**config.mk**
```make
export PLATFORM = sky130hd
export DESIGN_NAME = instr_encoder
export DESIGN_NICKNAME = d
export VERILOG_FILES = /design/src/rtl/instr_enc_pkg.sv /design/src/rtl/instr_fifo.sv /design/src/rtl/instr_encoder.sv
export SDC_FILE = /design/constraint.sdc
export NUM_CORES = 1
export LEC_CHECK = 0
export ABC_AREA = 1
export BUFFER_PORTS_ARGS = -buffer_cell sky130_fd_sc_hd__buf_4
export CAP_MARGIN = 20
export CORE_ASPECT_RATIO = 1.2
export CORE_MARGIN = 2
export CORE_UTILIZATION = 49
export CTS_CLUSTER_SIZE = 30
export DETAILED_ROUTE_END_ITERATION = 8
export PLACE_DENSITY = 0.7
export SYNTH_ARGS = -nofsm -noshare
export SYNTH_HDL_FRONTEND = slang
export SYNTH_SLANG_ARGS = --single-unit
```
**constraint.sdc**
```tcl
create_clock -name clk -period 5.31 [get_ports clk]
set_input_delay 0.7965 -clock clk [delete_from_list [all_inputs] [get_ports clk]]
set_output_delay 0.7965 -clock clk [all_outputs]
set_load 0.03 [all_outputs]
```
**src/rtl/instr_enc_pkg.sv**
```systemverilog
// Shared encodings for the instruction encoder: class/command codes, fixed funct
// fields, the descriptor struct, and the pack/legality helpers.
package instr_enc_pkg;

   typedef enum logic [1:0] {
      CLS_DP  = 2'b00,
      CLS_MEM = 2'b01,
      CLS_B   = 2'b10,
      CLS_ILL = 2'b11
   } instr_class_e;

   localparam logic [3:0] CMD_AND = 4'b0000;
   localparam logic [3:0] CMD_SUB = 4'b0010;
   localparam logic [3:0] CMD_ADD = 4'b0100;
   localparam logic [3:0] CMD_CMP = 4'b1010;
   localparam logic [3:0] CMD_ORR = 4'b1100;

   localparam logic [3:0] COND_AL   = 4'b1110;
   localparam logic [5:0] MEM_FUNCT = 6'b011000;
   localparam logic [1:0] B_FUNCT   = 2'b10;

   typedef struct packed {
      logic [1:0]  cls;
      logic [3:0]  cond;
      logic [3:0]  cmd;
      logic        s;
      logic        imm;
      logic        load;
      logic [23:0] opnd;
   } instr_desc_t;

   function automatic logic is_known_cmd(input logic [3:0] cmd);
      return (cmd == CMD_ADD) || (cmd == CMD_SUB) || (cmd == CMD_AND) ||
             (cmd == CMD_ORR) || (cmd == CMD_CMP);
   endfunction

   function automatic logic is_legal(input instr_desc_t d);
      logic w_ok;
      w_ok = 1'b1;
      if (d.cls == CLS_ILL) begin
         w_ok = 1'b0;
      end else if ((d.cls == CLS_DP) && !is_known_cmd(d.cmd)) begin
         w_ok = 1'b0;
      end
      return w_ok;
   endfunction

   // Anything that is not MEM or B (including the illegal class) uses the DP layout.
   function automatic logic [31:0] pack_word(input instr_desc_t d);
      logic [31:0] w;
      logic        w_s;
      w        = '0;
      w[31:28] = d.cond;
      w[27:26] = d.cls;
      w_s      = d.s | ((d.cls == CLS_DP) && (d.cmd == CMD_CMP));
      case (d.cls)
         CLS_MEM: begin
            w[25:20] = MEM_FUNCT | {5'b00000, d.load};
            w[19:16] = d.opnd[23:20];
            w[15:12] = d.opnd[19:16];
            w[11:0]  = d.opnd[11:0];
         end
         CLS_B: begin
            w[25:24] = B_FUNCT;
            w[23:0]  = d.opnd;
         end
         default: begin
            w[25:20] = {d.imm, d.cmd, w_s};
            w[19:16] = d.opnd[23:20];
            w[15:12] = d.opnd[19:16];
            w[11:0]  = d.opnd[11:0];
         end
      endcase
      return w;
   endfunction

endpackage

```
**src/rtl/instr_fifo.sv**
```systemverilog
// DEPTH x WIDTH synchronous FIFO with first-word-fall-through head.
// An empty FIFO presents zero on the head so the write data bus idles at 0.
module instr_fifo #(
   parameter int DEPTH = 4,
   parameter int WIDTH = 32
) (
   input  logic             clk,
   input  logic             reset,
   input  logic             i_push,
   input  logic [WIDTH-1:0] i_wdata,
   input  logic             i_pop,
   output logic [WIDTH-1:0] o_rdata,
   output logic             o_full,
   output logic             o_empty
);

   localparam int AW = $clog2(DEPTH);

   logic [WIDTH-1:0] r_mem [DEPTH];
   logic [AW:0]      r_wr_ptr;
   logic [AW:0]      r_rd_ptr;
   logic             w_push;
   logic             w_pop;

   // Extra pointer bit distinguishes full from empty when the indices match.
   assign o_empty = (r_wr_ptr == r_rd_ptr);
   assign o_full  = (r_wr_ptr[AW] != r_rd_ptr[AW]) &&
                    (r_wr_ptr[AW-1:0] == r_rd_ptr[AW-1:0]);

   assign w_push = i_push & ~o_full;
   assign w_pop  = i_pop & ~o_empty;

   always_ff @(posedge clk) begin
      if (reset) begin
         r_wr_ptr <= '0;
         r_rd_ptr <= '0;
      end else begin
         if (w_push) begin
            r_wr_ptr <= r_wr_ptr + (AW+1)'(1);
         end
         if (w_pop) begin
            r_rd_ptr <= r_rd_ptr + (AW+1)'(1);
         end
      end
   end

   always_ff @(posedge clk) begin
      if (w_push) begin
         r_mem[r_wr_ptr[AW-1:0]] <= i_wdata;
      end
   end

   assign o_rdata = o_empty ? '0 : r_mem[r_rd_ptr[AW-1:0]];

endmodule

```
**src/rtl/instr_encoder.sv**
```systemverilog
// Packs field-level ARM instruction descriptions into 32-bit words and streams them
// into instruction memory. Define INSTR_ENC_CHECK_EN to drop illegal inputs and flag err.
module instr_encoder
   import instr_enc_pkg::*;
#(
   parameter int                DEPTH     = 4,
   parameter int                ADDR_W    = 32,
   parameter logic [ADDR_W-1:0] BASE_ADDR = '0
) (
   input  logic              clk,
   input  logic              reset,
   input  logic              in_valid,
   output logic              in_ready,
   input  logic [1:0]        in_class,
   input  logic [3:0]        in_cond,
   input  logic [3:0]        in_cmd,
   input  logic              in_s,
   input  logic              in_imm,
   input  logic              in_load,
   input  logic [23:0]       in_opnd,
   output logic              mem_we,
   input  logic              mem_ready,
   output logic [ADDR_W-1:0] mem_addr,
   output logic [31:0]       mem_wdata,
   output logic [15:0]       wr_count,
   output logic              err
);

   // Handshakes: a transfer happens on a rising edge where valid & ready are both 1.
   // Input side: in_valid/in_ready; memory side: mem_we (valid) / mem_ready.
   // Producers must hold their payload stable while valid is high and ready is low.

   instr_desc_t       w_desc;
   logic [31:0]       w_word;
   logic              w_accept;
   logic              w_push;
   logic              w_pop;
   logic              w_full;
   logic              w_empty;
   logic [ADDR_W-1:0] r_addr;
   logic [15:0]       r_count;

   always_comb begin
      w_desc      = '0;
      w_desc.cls  = in_class;
      w_desc.cond = in_cond;
      w_desc.cmd  = in_cmd;
      w_desc.s    = in_s;
      w_desc.imm  = in_imm;
      w_desc.load = in_load;
      w_desc.opnd = in_opnd;
   end

   assign w_word   = pack_word(w_desc);
   assign w_accept = in_valid & in_ready;

`ifdef INSTR_ENC_CHECK_EN
   logic w_legal;
   logic r_err;

   assign w_legal = is_legal(w_desc);
   assign w_push  = w_accept & w_legal;

   always_ff @(posedge clk) begin
      if (reset) begin
         r_err <= 1'b0;
      end else if (w_accept && !w_legal) begin
         r_err <= 1'b1;
      end
   end

   assign err = r_err;
`else
   assign w_push = w_accept;
   assign err    = 1'b0;
`endif

   instr_fifo #(
      .DEPTH (DEPTH),
      .WIDTH (32)
   ) u_fifo (
      .clk     (clk),
      .reset   (reset),
      .i_push  (w_push),
      .i_wdata (w_word),
      .i_pop   (w_pop),
      .o_rdata (mem_wdata),
      .o_full  (w_full),
      .o_empty (w_empty)
   );

   // in_ready ignores a same-cycle pop, so a full FIFO never sees a push.
   assign in_ready = ~w_full;
   assign mem_we   = ~w_empty;
   assign w_pop    = mem_we & mem_ready;

   always_ff @(posedge clk) begin
      if (reset) begin
         r_addr  <= BASE_ADDR;
         r_count <= '0;
      end else if (w_pop) begin
         r_addr  <= r_addr + ADDR_W'(4);
         r_count <= r_count + 16'd1;
      end
   end

   assign mem_addr = r_addr;
   assign wr_count = r_count;

endmodule

```
==> run metrics, run 1 <==
status finished clean; CTS tree done; H-tree depth 4; Post-Synth XOR/XNOR Area 0.00431; Post-Syn Area 8140 µm²; n_diodes 0; io pins 124; max_cap viols 0; asr flop ratio synth 0; post-synthesis compound-gate area fraction 0.0973; die width 122 µm; vias in the first global route 5,874; drt total wl 17,500 µm; global placement routability congestion 0.824; fin crit period 3220 ps; Worst R2R Start u_fifo.r_wr_ptr[0]; Area Overhead vs Synth 21.2%; aggregate global-route resource usage 0.203; largest family of logic cells by synthesized area simple AND/OR/NAND/NOR gates; Slew Limit Headroom 0.309; post-synthesis cell count 882; largest area contributor in the netlist edfxtp_1; RSZ-0062 raised after global routing false; Setup Crit Path Kind register to output port; crit path max fanout 65; Pins Over Slew Limit 0; Vias 6,317; skew final 12.0 ps; Setup Buffers After CTS 0; post-synthesis mux area share 0; post-route ant nets 0; initial core utilization 0.500; Required @ worst endpoint 4510 ps; Detail Placement HPWL 10,900 µm; initial antenna violation count 0; slowest CP cell buf_4; Synth area leaders edfxtp_1, dfxtp_1, nor2_1; number of buffers created by CTS 17; final-report hold violation count 0; R2R cell count 9; layout cell share with drive strength beyond 1 0.174; most used cell along the critical path buf_4; achievable clock frequency 0.310 GHz; critical path startpoint category register; worst slew pin tran 1030 ps; row cnt 51; first drt pass iteration count 5; WHS 494 ps; max incr delay on CP 520 ps; RR Endpoint wr_count[3]; die area 17,700 µm²; Pwr per Cell Area 364 nW/µm²; global-route wire length before repair 28,500 µm; top cell type's share of synthesized area 0.472; Synth Area in Simple Gates 0.212; clk_lat worst skew 430 ps; Via density 5.19; top cells by count, synth nor2_1, nand2_1, edfxtp_1; Setup Viol. Count Final 0; Pleak 3.95 nW; clk buf depth 2; CTS Sinks 182; largest net degree at the start of global routing 66; TNS Setup 0 ps; flop and latch count out of synthesis 182; fin nets 1,043; critical-path cell list buf_4 -> inv_2 -> buf_12 -> nor2_1 -> o32ai_1 -> nand2_1 -> inv_1 -> buf_4; Chip Height 145 µm; I/O Buffers 120; most numerous cell in the Yosys netlist nor2_1; CTS root buf clkbuf_16; Seq/Total Area, Yosys 0.605; Arr. time, crit path 2420 ps; EDFF count, synth 128; Hold Path Class register to register; syn_area_per_cell 9.23 µm²; VDD IR max 192 µV; DR WL/cell 14.4 µm; Unique masters post-synth 33; Worst setup endpoint mem_wdata[23]; critical path capture point type output port; reg2reg setup slack 2810 ps; floorplan core area 16,300 µm²; drt initial violations 496; Top FF cell, synth edfxtp_1; YS warnings 0; post-CTS sizing 0; hold buffer count at CTS 0; Overflow after GRT 0; DRC 0; Post-Synth Adder-Cell Area 0.0154; Clock Pin Slew Worst Setup and Hold Paths 80 ps; period utilization 0.607
==> registers in the layout, indices dropped and copies added, names as in the netlist, named ones only <==
register	count
u_fifo.r_mem	128
u_fifo.r_wr_ptr	3
u_fifo.r_rd_ptr	3
wr_count	16
mem_addr	30
==> where the power goes <==
group / switching (mW) / internal (mW) / leakage (nW) / total, mW
sequential: 0.0286 / 1.59 / 1.62 / 1.62
combinational: 0.477 / 0.231 / 2.04 / 0.708
clock: 0.583 / 0.678 / 0.295 / 1.26
==> metal layers <==
| layer | up-vias | routed length, µm | track usage |
|---|---|---|---|
| li1 | 3168 | - | - |
| met1 | 2952 | 7870 | 0.261 |
| met2 | 181 | 8440 | 0.338 |
| met3 | 16 | 982 | 0.0483 |
| met4 | 0 | 231 | 0.0667 |
| met5 | - | 0 | 0 |
==> cells by family after synthesis <==
| family | after synthesis |
|---|---|
| AOI/OAI and AO/OA | 131 |
| xor gates and xnor gates | 4 |
| adders and majority gates | 10 |
| buffers and inverters | 129 |
| DFF | 182 |
| other | 1 |
| and+or+nand+nor | 425 |
==> worst max-delay path, delay by kind of cell (launching register included) <==
family	cells	cell delay [ps]
buffers and inverters	5	1290
AND/OR/NAND/NOR	2	220
AO/OA/AOI/OAI	1	110
flip-flops	1	310
==> layout make-up <==
cell class	count	area, µm²
Clock buffer	17	425
Clock inverter	15	176
Inverter	91	342
Fill cell	1431	6410
Timing Repair Buffer	127	1000
Tap cell	212	265
Multi-Input combinational cell	573	2720
Sequential cell	182	4930
==> through the flow <==
step                instances  power [mW]  cell area (µm²)  worst slack [ps]  utilization
finish                   1217        3.59             9860              2090        0.606
global route             1217        3.73             9860              1910        0.606
CTS                      1213        3.61             9780              1750        0.601
detailed placement       1181        2.35             9180              2210        0.564
global placement         1181        2.35             9180              2230        0.564
floorplan                 884        2.12             8140              2380            -
==> worst min-delay path by stage <==
stage / endpoint / slack, ps / from / depth (start not counted)
final: wr_count[2] / 490 / wr_count[2] / 2
after global routing: wr_count[2] / 510 / wr_count[2] / 2
after CTS: wr_count[2] / 500 / wr_count[2] / 2
after detailed placement: wr_count[2] / 480 / wr_count[2] / 2
after global placement: wr_count[2] / 480 / wr_count[2] / 2
after floorplan: register / 470 / u_fifo.r_rd_ptr[1] / 2
==> placed cells by master (no fill, tap or decap), types with 17 or more instances in the layout <==
cell,n
dfxtp_1,52
inv_1,88
clkbuf_16,17
buf_4,123
nor2_1,181
nand2_1,174
edfxtp_1,128
o21ai_0,60
a21oi_1,32
o32ai_1,32
nand3_1,38
Note: power is estimated with default switching activity, not from simulation.
==> run 2, diff against run 1 <==
==> constraint.sdc (replaced) <==
create_clock -name clk -period 2.98 [get_ports clk]
set_input_delay 0.447 -clock clk [delete_from_list [all_inputs] [get_ports clk]]
set_output_delay 0.447 -clock clk [all_outputs]
set_load 0.03 [all_outputs]
==> run metrics, run 2 (same netlist as run 1, synthesis figures left out) <==
status finished clean; CTS root buf clkbuf_16; Pins Over Slew Limit 0; DR WL/cell 14.5 µm; placed insts 1,187; post-route ant nets 0; worst setup margin 438 ps; global placement routability congestion 0.831; io pins 124; post-CTS sizing 0; hold buffer count at CTS 0; Area Overhead vs Synth 22.1%; initial core utilization 0.500; Pleak 3.98 nW; fin crit period 2540 ps; drt total wl 17,700 µm; Setup Viol. Count Final 0; drt initial violations 413; period utilization 0.853; worst slew pin tran 747 ps; vias in the first global route 5,791; Hold Path Class input port to register; Detail Placement HPWL 11,100 µm; Finished Core Util 0.610; die area 17,700 µm²; pre-CTS setup slack 807 ps; Clock Pin Slew Worst Setup and Hold Paths 70 ps; Setup Buffers After CTS 0; max reg flops 128; Setup Crit Path Kind register to output port; Pwr per Cell Area 671 nW/µm²; crit path max fanout 64; global-route wire length before repair 28,500 µm; Chip Height 145 µm; achievable clock frequency 0.393 GHz; Vias 6,356; row cnt 51; fin nets 1,045; Filler cells 1,414; aggregate global-route resource usage 0.206; clk_lat worst skew 420 ps; critical path capture point type output port; final instance area 9930 µm²; DRC 0; clk buf depth 2; Post-Layout Cell Count 1,219; layout cell share with drive strength beyond 1 0.175; Placed Area 9260 µm²; initial antenna violation count 0; RSZ-0062 raised after global routing false; final-report hold violation count 0; most frequent cells in the layout nor2_1, nand2_1, edfxtp_1; Power Total 6.66 mW; Arr. time, crit path 2100 ps; number of buffers created by CTS 17; Via density 5.21; CTS Sinks 182; max_cap viols 0; TNS Setup 0 ps; Slew Limit Headroom 0.501; first drt pass iteration count 5; critical path startpoint category register; VDD IR max 478 µV; floorplan core area 16,300 µm²; largest net degree at the start of global routing 65; WHS 223 ps; skew final 10.2 ps; Required @ worst endpoint 2530 ps; n_diodes 0; most common cell after layout, fill and taps aside nor2_1; die width 122 µm; Overflow after GRT 0; H-tree depth 4; CTS tree done; I/O Buffers 120
## run 2: layout make-up
| type | count | area, µm² | area share |
|---|---|---|---|
| flip-flops and latches | 182 | 4930 | 0.496 |
| clock buffers | 20 | 457 | 0.0460 |
| repair buffers | 129 | 1010 | 0.101 |
| inverters | 91 | 342 | 0.0344 |
| multi-input cells | 573 | 2720 | 0.274 |
| clock inverters | 12 | 214 | 0.0215 |
| well taps | 212 | 265 | 0.0267 |
## run 2: report_power, final
group / leakage (nW) / internal (mW) / total [mW] / switching (mW)
clock: 0.321 / 1.55 / 2.50 / 0.949
combinational: 2.04 / 0.417 / 1.27 / 0.858
sequential: 1.62 / 2.84 / 2.89 / 0.0503
## run 2: final timing paths
| check | from | end | slack, ps | depth (start not counted) |
|---|---|---|---|---|
| max | register | mem_wdata[7] | 440 | 6 |
| min | in_opnd[9] | u_fifo.r_mem[3][9] | 220 | 1 |
| max reg2reg | u_fifo.r_wr_ptr[0] | u_fifo.r_mem[3][28] | 960 | 7 |
| min reg2reg | wr_count[2] | wr_count[2] | 500 | 2 |
## run 2: worst max-delay path, stage by stage, from the launching register on
cell,delay [ps]
dfxtp_2,330
buf_4,530
nor2_1,130
o32ai_1,300
nand2_1,150
inv_1,80
buf_4,150
## run 2: per-layer routing
layer | up-vias | global-route usage | part of all wire
li1 | 3175 | - | -
met1 | 2959 | 0.275 | 0.43
met4 | 0 | 0.0730 | 0.018
met3 | 26 | 0.0362 | 0.057
met2 | 196 | 0.335 | 0.50
met5 | - | 0 | 0
==> run 3, diff against run 2 <==
--- a/config.mk
+++ b/config.mk
@@ -8,12 +8,14 @@
 export ABC_AREA = 1
 export BUFFER_PORTS_ARGS = -buffer_cell sky130_fd_sc_hd__buf_4
 export CAP_MARGIN = 20
+export CELL_PAD_IN_SITES_DETAIL_PLACEMENT = 0
+export CELL_PAD_IN_SITES_GLOBAL_PLACEMENT = 2
 export CORE_ASPECT_RATIO = 1.2
 export CORE_MARGIN = 2
-export CORE_UTILIZATION = 49
+export CORE_UTILIZATION = 35
 export CTS_CLUSTER_SIZE = 30
 export DETAILED_ROUTE_END_ITERATION = 8
-export PLACE_DENSITY = 0.7
+export PLACE_DENSITY = 0.79
 export SYNTH_ARGS = -nofsm -noshare
 export SYNTH_HDL_FRONTEND = slang
 export SYNTH_SLANG_ARGS = --single-unit
==> run metrics, run 3 (same netlist as run 1, synthesis figures left out) <==
CTS root buf clkbuf_16; reg2reg setup slack 840 ps; H-tree depth 4; crit path max fanout 64; largest net degree at the start of global routing 65; achievable clock frequency 0.371 GHz; Slew Limit Headroom 0.568; Pins Over Slew Limit 0; Overflow after GRT 0; drt initial violations 315; drt total wl 19,300 µm; vias in the first global route 5,988; Chip Height 171 µm; Setup Buffers After CTS 0; Arr. time, crit path 2250 ps; Area Overhead vs Synth 23.3%; skew final 13.7 ps; n_diodes 0; post-route ant nets 0; critical path capture point type output port; final-report hold violation count 0; worst setup margin 284 ps; floorplan core area 23,000 µm²; pre-CTS setup slack 756 ps; VDD IR max 401 µV; Vias 6,247; die width 143 µm; Worst Hold Depth 1; CTS tree done; CTS Sinks 182; status finished clean; Clock Pin Slew Worst Setup and Hold Paths 70 ps; max reg flops 128; row cnt 61; TNS Setup 0 ps; DR WL/cell 14.6 µm; Hold Path Class input port to register; fin crit period 2700 ps; most frequent cells in the layout nor2_1, nand2_1, buf_4; Pleak 3.97 nW; I/O Buffers 120; aggregate global-route resource usage 0.164; first drt pass iteration count 4; Pwr per Cell Area 637 nW/µm²; fin nets 1,049; Setup Viol. Count Final 0; global placement routability congestion 0.728; clk_lat worst skew 430 ps; Detail Placement HPWL 13,000 µm; global-route wire length before repair 31,000 µm; worst slew pin tran 649 ps; initial core utilization 0.354; io pins 124; die area 24,500 µm²; period utilization 0.905; critical path startpoint category register; clk buf depth 2; RSZ-0062 raised after global routing false; hold buffer count at CTS 0; Via density 4.71; Required @ worst endpoint 2530 ps; max_cap viols 0; Setup Crit Path Kind register to output port; post-CTS sizing 0; most common cell after layout, fill and taps aside nor2_1; layout cell share with drive strength beyond 1 0.178; DRC 0; R2R cell count 7; initial antenna violation count 0; Filler cells 2,270; number of buffers created by CTS 17
run 3: cell count changes in the layout (fill, tap and decap cells not counted), sizes merged:
cell / before / now
clkinv: 1 / 8
bufinv: 5 / 0
buf: 129 / 133
clkbuf: 20 / 17
inv: 95 / 98
clkinvlp: 2 / 0
run 3: worst paths after layout:
check | endpoint | from
worst max-delay path | mem_wdata[29] | register
worst min-delay path | u_fifo.r_mem[3][5] | in_opnd[5]
worst max register to register | u_fifo.r_mem[3][24] | u_fifo.r_wr_ptr[0]
worst min register to register | mem_addr[4] | mem_addr[4]
run 3: stage by stage:
step | power (mW) | cell area (µm²) | cells | hold slack, ps | utilization
after CTS | 6.49 | 10000 | 1326 | 193 | 0.437
after global placement | 4.25 | 9430 | 1294 | 482 | 0.411
final | 6.39 | 10000 | 1326 | 214 | 0.437
after floorplan | 3.77 | 8140 | 884 | 473 | -
after global routing | 6.69 | 10000 | 1326 | 196 | 0.437
after detailed placement | 4.26 | 9430 | 1294 | 485 | 0.411
run 3: final cells by class:
class	count	area (µm²)	area share
Inverter	91	342	0.0340
Timing Repair Buffer	133	1050	0.105
Clock buffer	17	425	0.0424
Sequential cell	182	4930	0.491
Tap cell	315	394	0.0393
Multi-Input combinational cell	573	2720	0.271
Clock inverter	15	174	0.0173
run 3: report_power, final:
group	switching [mW]	leakage, nW	internal, mW
Clock	1.09	0.290	1.13
Sequential	0.0450	1.62	2.83
Combinational	0.872	2.06	0.422
Total	2.00	3.97	4.39
run 3: critical path: stages, from the launching register on:
cell and delay (ps):
dfxtp_2 330, buf_4 520, nor2_1 110, o32ai_1 500, nand2_1 100, inv_1 70
buf_4 150
run 3: routing by layer:
layer  track usage  vias to the layer above  routed length [µm]
met2         0.288                      128                9600
met4        0.0474                        0                 246
li1              -                     3197                   -
met3        0.0372                       18                 950
met1         0.200                     2904                8550
met5             0                        -                   0
